===== src/rtl/demux_2out_16b.sv =====
// rtl/demux_2out_16b.sv - steers one source word to one of two buffered lanes with delivery counters

module demux_2out_16b_lane #(
  parameter int WIDTH = 16,
  parameter int CNT_W = 8
) (
  input  logic             i_clk,
  input  logic             i_rst_n,
  input  logic             i_fill,
  input  logic [WIDTH-1:0] i_data,
  input  logic             i_ready,
  output logic [WIDTH-1:0] o_data,
  output logic             o_valid,
  output logic             o_space,
  output logic [CNT_W-1:0] o_count
);

  typedef enum logic {
    LANE_EMPTY = 1'b0,
    LANE_FULL  = 1'b1
  } lane_state_t;

  lane_state_t      r_state;
  logic [WIDTH-1:0] r_data;
  logic [CNT_W-1:0] r_count;
  logic             w_drain;

  assign o_valid = (r_state == LANE_FULL);
  assign w_drain = o_valid & i_ready;
  // A draining lane can take a new word on the same edge.
  assign o_space = ~o_valid | i_ready;
  assign o_data  = r_data;
  assign o_count = r_count;

  always_ff @(posedge i_clk or negedge i_rst_n) begin
    if (!i_rst_n) begin
      r_state <= LANE_EMPTY;
      r_data  <= '0;
      r_count <= '0;
    end else begin
      if (w_drain) begin
        r_count <= r_count + CNT_W'(1);
      end
      if (i_fill) begin
        r_data <= i_data;
      end
      case (r_state)
        LANE_EMPTY: if (i_fill) r_state <= LANE_FULL;
        LANE_FULL:  if (w_drain && !i_fill) r_state <= LANE_EMPTY;
        default:    r_state <= LANE_EMPTY;
      endcase
    end
  end

endmodule

module demux_2out_16b #(
  parameter int WIDTH = 16,
  parameter int CNT_W = 8
) (
  input  logic             Clk,
  input  logic             Reset_n,
  input  logic [WIDTH-1:0] In,
  input  logic             S,
  input  logic             InValid,
  output logic             InReady,
  output logic [WIDTH-1:0] OutA,
  output logic             ValidA,
  input  logic             ReadyA,
  output logic [WIDTH-1:0] OutB,
  output logic             ValidB,
  input  logic             ReadyB,
  output logic [CNT_W-1:0] CountA,
  output logic [CNT_W-1:0] CountB
);

  logic w_space_a;
  logic w_space_b;
  logic w_fill_a;
  logic w_fill_b;

  assign InReady  = S ? w_space_b : w_space_a;
  assign w_fill_a = InValid & InReady & ~S;
  assign w_fill_b = InValid & InReady &  S;

  demux_2out_16b_lane #(.WIDTH(WIDTH), .CNT_W(CNT_W)) u_lane_a (
    .i_clk   (Clk),
    .i_rst_n (Reset_n),
    .i_fill  (w_fill_a),
    .i_data  (In),
    .i_ready (ReadyA),
    .o_data  (OutA),
    .o_valid (ValidA),
    .o_space (w_space_a),
    .o_count (CountA)
  );

  demux_2out_16b_lane #(.WIDTH(WIDTH), .CNT_W(CNT_W)) u_lane_b (
    .i_clk   (Clk),
    .i_rst_n (Reset_n),
    .i_fill  (w_fill_b),
    .i_data  (In),
    .i_ready (ReadyB),
    .o_data  (OutB),
    .o_valid (ValidB),
    .o_space (w_space_b),
    .o_count (CountB)
  );

endmodule


===== config.mk =====
export PLATFORM = sky130hd
export DESIGN_NAME = demux_2out_16b
export DESIGN_NICKNAME = d
export VERILOG_FILES = /design/src/rtl/demux_2out_16b.sv
export SDC_FILE = /design/constraint.sdc
export NUM_CORES = 1
export LEC_CHECK = 0
export ABC_AREA = 1
export CAP_MARGIN = 20
export CORE_UTILIZATION = 50
export CTS_BUF_LIST = sky130_fd_sc_hd__clkbuf_4 sky130_fd_sc_hd__clkbuf_8
export DETAILED_ROUTE_END_ITERATION = 10
export PLACE_DENSITY = 0.87
export SLEW_MARGIN = 20
export SYNTH_ARGS = -nofsm -noshare
export SYNTH_HDL_FRONTEND = slang
export SYNTH_SLANG_ARGS = --single-unit
export TNS_END_PERCENT = 30

===== constraint.sdc =====
create_clock -name Clk -period 2.25 [get_ports Clk]
set_input_delay 0.225 -clock Clk [delete_from_list [all_inputs] [get_ports Clk]]
set_output_delay 0.225 -clock Clk [all_outputs]
set_load 0.01 [all_outputs]

# [After elaboration in Yosys (flattened, before gate mapping)]
# Cells that the tools add are included.
[word_totals] n_memories=0 reg_bits=50 elab_cells=29 romBits=0 mem_bits_rw=0 input_bits=22 latch_bits=0 out_inout_bits=51
[op_classes] div_mod_pow=0 mux=7 eq_ne=0 reduce_logical=4 shift=0 add_sub_neg=2 n_bitwise=10 magnitude_cmp=0 multipliers=0
[op_table] cell="$add A8 B1 Y8 const B" count=2
[op_table] cell="$and A1 B1 Y1" count=5
[op_table] cell="$mux W1" count=5
[op_table] cell="$pmux W1 S2" count=2
[op_table] cell="$not A1 Y1" count=3
[op_table] cell="$logic_and A1 B1 Y1" count=2
[op_table] cell="$logic_not A1 Y1" count=2
[op_table] cell="$or A1 B1 Y1" count=2

# [Depth between registers and ports, before layout]
# Gate-level depths: netlist (run 1).
[depth] ltp_word=9 mapped_depth=7

# [By module]
# A second synthesis (run 1) with hierarchy kept.
[unflattened] cells_unflattened=233 area_unflattened_um2=2095.8
[modules_own_cells] mod="demux_2out_16b_lane" instances=2 seq_area_each_um2=625.6 cells_each=113 area_per_inst_um2=1032.2
[modules_own_cells] mod="demux_2out_16b" instances=1 seq_area_each_um2=0.0 cells_each=7 area_per_inst_um2=31.3

# [Worst setup path after synthesis (run 1)]
# Ideal clock, no wire load.
[synth_timing] path_type="register -> register" from="reg u_lane_a.r_count[0], in the netlist u_lane_a.o_count[0]" to="reg u_lane_a.r_count[6], in the netlist u_lane_a.o_count[6]" n_path_buf=0 arrival_ps=1049 path_slack_ps=1136 path_stages_with_launch=8 synth_period_minus_slack_ps=1114 t_required_ps=2185 cell_sequence="dfrtp_1 > ha_1 > inv_1 > nor2_4 > nand2_1 > nor2_1 > nand3_1 > nand2_1"
[synth_between] elab_chain_cells=1
[synth_lines] element="from (decl)" line_no="25" source="logic [CNT_W-1:0] r_count;"
[synth_lines] element="from (signal assigned)" line_no="42" source="r_count <= r_count + CNT_W'(1);"
[synth_lines] element="$add A8 B1 Y8" line_no="42"
# No other way between the ends.
# A chain may end at the register's enable or synchronous reset.

# [Worst setup path in the final report (run 1)]
[layout_timing] from="in ReadyA" to="out InReady"
[layout_between] elab_chain_cells=2
[layout_lines] element="from (decl)" line_no="69" source="input logic ReadyA,"
[layout_lines] element="$or A1 B1 Y1" line_no="31" source="assign o_space = ~o_valid | i_ready;"
[layout_lines] element="$mux W1" line_no="82" source="assign InReady = S ? w_space_b : w_space_a;"
[layout_lines] element="to (decl)" line_no="66" source="output logic InReady,"
# No other way between the ends.

==> flow_summary_export.csv, run 1 <==
group,metric,value,unit
die,dieArea,4570,um2
setup_path,r2r_start,"u_lane_b.o_valid",
synth,synth-simple-area-share,17.67,%
routing,wl_per_cell,12.54,um
die,die_x,67.61,um
finish,final_area,2980,um2
finish,multi_input_area,735.7,um2
cts,cts_tree,"built",
synth,synth_area,2152,um2
routing,drt_first_pass_iters,4,
power,peakVddDrop,0.0004190,V
synth,ys_ff_latch,50,
grt,grt_pass1_vias,1576,
sta,layout_setup_ws,0.4084,ns
finish,fin_cells,338,
run,drv_cap,0,
synth,synth_top_family_by_area,"simple AND/OR/NAND/NOR gates",
finish,n_fill_cell,311,
finish,drive_gt1_share,14.24,%
worst_hold_path,hp-class,"in2async",
cts,cts.sinks,50,
grt,grt_overflow,0,
power,clockPowerShare,19.5,%
cts,clockRootBuffer,"clkbuf_8",
setup_path,regToRegSetupSlack,0.87,ns
setup_path,end_kind,"output pin",
placement,io_buffers,72,
power,power.leakage,1.429,nW
die,io_pins,73,
grt,antenna_found_initial,0,
synth,syn_area_per_cell,10.10,um2
cts,cts_buffers,5,
cts,htreeDepth,2,
sta,slew_violations,0,
placement,placed_cell_area,2897,um2
sta,rsz0062_at_grt,"no",
finish,area.sequential,1251,um2
placement,dpl_worst_slack,0.4153,ns
synth,syn_nets,237,
setup_path,reg2reg_to,"u_lane_b.o_data[3]",
cts,clk_pin_slew_worst_paths,0.08,ns
synth,synthTopCellsByArea,"dfrtp_1 58%, nand2_1 8.9%, o21ai_2 6.5%, inv_1 5.4%, o21ai_1 3.7%",
sta,finalSetupViolCount,0,
sta,hold_viol,0,
setup_path,critPathRequiredTime,2.03,ns
routing,antenna_left,0,
synth,ys.flop_type,"dfrtp_1",
synth,yosys.cell_count.top_type,"nand2_1",
routing,vias,1639,
finish,area_growth,38.49,%
die,start_util,53.04,%
synth,synth_edf_count,0,
sta,clock.fmax,0.5430,GHz
grt,grt_max_degree,51,
cts,post_cts_resized,0,
synth,async_flop_share,100.0,%
sta,slew_headroom,58.37,%
sta,tns,0,ns
routing,viasPerCell,4.849,
power,netSwitchingFraction,31.04,%
setup_path,critPathArrivalTime,1.62,ns
die,die_y,67.61,um
synth,synth.top_cells.by_count,"51 x nand2_1, 50 x dfrtp_1, 31 x inv_1",
sta,finClkSkew,0.003462,ns
sta,worst_pin_slew,0.6245,ns
finish,layout.nets,312,
grt,grt_pass1_wl,6982,um
outcome,status,"finished clean",
setup_path,startpoint,"ReadyA",
power,pwr-share-seq,47.7,%
synth,synthMuxAreaShare,1.047,%
placement,gp_congestion,0.7295,
synth,yosys_warnings,0,
synth,synth_top_area_share,58.14,%
setup_path,critPathLaunchType,"input pin",
routing,drtIter0Drc,76,
power,combPwrFrac,32.8,%
power,p_int,1.813,mW
grt,grtUsageTotal,20.84,%
sta,min_period_over_period,81.85,%
synth,synthAdderAreaFrac,1.163,%
cts,cts.path.max_buffers,2,
routing,routed_wl,4238,um
sta,hold_ws,0.02031,ns
cts,ctsHoldBuffers,0,
setup_path,reg2reg_depth,4,
synth,ys_seq_area_share,58.14,%
power,p_total,2.629,mW
routing,route.detailed.drc,0,
synth,synth_cells,213,
cts,post_cts_buffers,0,
cts,clk_latency,0.29,ns
sta,period_minus_slack,1.842,ns
synth,synthDistinctLibCells,23,
die,core-area,4058,um2
power,switching_power,0.8161,mW
placement,numPlacedInstances,331,
setup_path,worstSetupPathType,"in2out",
synth,synth_compound_area_share,11.05,%
finish,antennaDiodeCount,0,
placement,dpl.hpwl,3047,um
setup_path,critPathMaxFanout,3,
die,rows,23,
synth,yosysTopAreaCell,"dfrtp_1",
power,power.density,882.1,nW/um2
synth,yosys.area_share.xor_xnor,3.256,%
finish,fin_util,73.45,%
==> metal layers <==
layer	vias up	share of wire [%]	global-route usage [%]
li1	817	-	-
met5	-	0	0
met1	769	44	25.16
met2	49	48	34.41
met4	0	0.83	6.383
met3	4	7.5	7.601
==> how the worst max path moves through the flow <==
stage                     cells after the start             endpoint  slack [ns]
final                                         6              InReady        0.41
after global routing                          6              InReady        0.32
after CTS                                     6              InReady        0.41
after detailed placement                      4              InReady        0.42
after global placement                        6              InReady        0.41
after floorplan                               7  u_lane_a.o_count[6]        1.14
==> kinds of logic (layout without fill, tap and decap cells) <==
family                   count (synthesis)  in the layout
buffers and inverters                   37            112
AND/OR/NAND/NOR                         79             79
adder cells (fa/ha/maj)                  2              2
XOR/XNOR                                 8              8
flip-flops                              50             50
multiplexers                             2              2
AO/OA/AOI/OAI                           35             35
==> cell usage in the layout (no fill, tap or decap), drive strengths merged <==
cell           count
a31oi              2
xnor2              3
a21oi              1
nand3              6
nand3b             2
o21ai             32
nand4              4
nor3               1
xor2               5
clkbuf             7
ha                 2
nor2               8
clkdlybuf4s50     71
mux2               2
dfrtp             50
inv               31
nand2             58
buf                3
==> state kept, by name (all words and copies together) (netlist names) <==
register	cells
u_lane_a.o_valid	1
u_lane_b.o_count	8
u_lane_a.o_count	8
u_lane_b.o_valid	1
u_lane_b.o_data	16
u_lane_a.o_data	16
==> power by group through the flow <==
stage	Clock, mW	Combinational [mW]	Sequential, mW
after global routing	0.573	0.947	1.29
final	0.512	0.863	1.25
after floorplan	0	0.302	1.34
after CTS	0.530	0.877	1.26
after detailed placement	0	0.875	1.27
after global placement	0	0.847	1.26
==> worst max-delay path, stage by stage <==
cell	delay, ns
clkdlybuf4s50_1	0.51
inv_1	0.06
nand2_2	0.08
nor2_1	0.04
a31oi_1	0.14
clkdlybuf4s50_1	0.56
==> layout make-up <==
cell class / count / share of cell area [%]
tap: 50 / 2.099
timing repair buffer: 74 / 24.52
inverter: 31 / 3.904
multi-input combinational: 126 / 24.69
sequential: 50 / 41.98
clock buffer: 7 / 2.813
(Power assumes the default switching activity.)
==> inputs of run 2 (changes only) <==
CORE_UTILIZATION = 47   (was 50)
PLACE_DENSITY = 0.82   (was 0.87)
clock period = 1.7 ns   (was 2.25 ns; I/O delays follow)
==> flow_summary_export.csv, run 2 (synthesized netlist as in run 1, its figures left out) <==
group,metric,value,unit
finish,area_growth,43.84,%
sta,slew_violations,0,
sta,min_period_over_period,91.69,%
setup_path,startpoint,"u_lane_b.o_valid",
grt,grtUsageTotal,19.25,%
routing,vias,1669,
setup_path,crit_slowest_cell,"clkdlybuf4s50_1",
setup_path,slowest_delay,0.59,ns
placement,gp_congestion,0.7374,
grt,grt_max_degree,33,
routing,antenna_left,0,
cts,clk_latency,0.30,ns
sta,hold_viol,0,
sta,slew_headroom,67.63,%
setup_path,r2r_start,"u_lane_a.o_count[0]",
sta,clock.fmax,0.6415,GHz
die,io_pins,73,
setup_path,end_kind,"output pin",
routing,met3WireLength,422,um
sta,finClkSkew,0.005231,ns
setup_path,path_cells,"clkdlybuf4s50_1",
placement,io_buffers,72,
sta,tns,0,ns
setup_path,critPathArrivalTime,1.39,ns
power,power.density,1186,nW/um2
setup_path,critPathLaunchType,"flop",
routing,m1WireLength,1827,um
finish,drive_gt1_share,15.65,%
routing,wl_met2,1950,um
finish,final_common_cell,"clkdlybuf4s50_1",
finish,antennaDiodeCount,0,
routing,routed_wl,4236,um
grt,grt_pass1_vias,1628,
cts,clk_pin_slew_worst_paths,0.09,ns
sta,period_minus_slack,1.559,ns
power,peakVddDrop,0.0005498,V
routing,highest_layer,"met4",
die,start_util,49.09,%
setup_path,regToRegSetupSlack,0.51,ns
die,core-area,4384,um2
cts,cts.path.max_buffers,2,
placement,dpl.hpwl,3057,um
run,drv_cap,0,
routing,viasPerCell,4.824,
setup_path,cp.depth,1,
routing,drtIter0Drc,97,
cts,cts.sinks,50,
setup_path,critPathBufInv,1,
grt,grt_pass1_wl,7341,um
die,dieArea,4853,um2
die,die_x,69.67,um
sta,hold_ws,0.3562,ns
setup_path,reg2reg_depth,7,
finish,final_cell_mix,"70 x clkdlybuf4s50_1, 51 x nand2_1, 50 x dfrtp_1",
routing,wl_per_cell,12.24,um
setup_path,crit_family,"buffers and inverters",
cts,clockRootBuffer,"clkbuf_8",
worst_hold_path,hp-class,"in2async",
die,die_y,69.67,um
cts,cts_tree,"built",
cts,htreeDepth,2,
setup_path,worstSetupPathType,"reg2out",
cts,cts_buffers,5,
routing,route.detailed.drc,0,
sta,worst_pin_slew,0.4856,ns
finish,layout.nets,318,
sta,rsz0062_at_grt,"no",
setup_path,critPathRequiredTime,1.53,ns
die,rows,24,
routing,drt_first_pass_iters,4,
power,power.leakage,1.484,nW
sta,finalSetupViolCount,0,
grt,antenna_found_initial,0,
grt,grt_overflow,0,
setup_path,reg2reg_to,"u_lane_a.o_count[6]",
setup_path,critPathMaxFanout,7,
outcome,status,"finished clean",
run 2: cell count changes in the layout (fill, tap and decap cells not counted), sizes merged:
cell,change
buf,+5
bufinv,+1
clkbuf,-1
clkdlybuf4s50,-1
dlygate4sd2,+1
dlygate4sd3,+1
run 2: final cells by class:
cell class,instances,area [um2]
Fill cell,358,1289
Timing Repair Buffer,80,814.5
Tap cell,52,65.06
Multi-Input combinational cell,126,735.7
Sequential cell,50,1251
Clock buffer,6,82.58
Inverter,31,116.4
Clock inverter,1,30.03
run 2: stage by stage:
stage / total power [mW] / area [um2] / worst slack, ns / instances / util, %
after floorplan: 2.170 / 2152 / 0.5860 / 213 / -
after global placement: 2.820 / 2974 / 0.07334 / 338 / 67.84
after detailed placement: 2.863 / 2974 / 0.03955 / 338 / 67.84
after CTS: 3.718 / 3095 / 0.1173 / 346 / 70.60
after global routing: 3.902 / 3095 / 0.08327 / 346 / 70.60
final: 3.673 / 3095 / 0.1413 / 346 / 70.60
run 2: worst max path at each step:
stage | to | slack [ns]
after floorplan | u_lane_a.o_count[6] | 0.59
after global placement | InReady | 0.07
after detailed placement | InReady | 0.04
after CTS | ValidB | 0.12
after global routing | ValidB | 0.08
final | ValidB | 0.14
run 2: power breakdown:
| part | leakage, nW | switching (mW) | internal (mW) |
|---|---|---|---|
| Clock | 0.0573 | 0.373 | 0.471 |
| Sequential | 0.620 | 0.220 | 1.44 |
| Combinational | 0.806 | 0.506 | 0.666 |
| Total | 1.48 | 1.10 | 2.57 |
run 2: layer usage:
metal	GRT usage (%)	vias up
li1	-	829
met4	4.667	0
met1	23.79	776
met3	8.285	4
met5	0	-
met2	31.28	60
run 2: what timing repair did:
item                                    in CTS  in global routing
resized for setup                            1                  0
buffers inserted                             0                  0
hold endpoints to repair                    19                  0
endpoints found under the setup margin       1                  0
hold buffers                                 1                  0
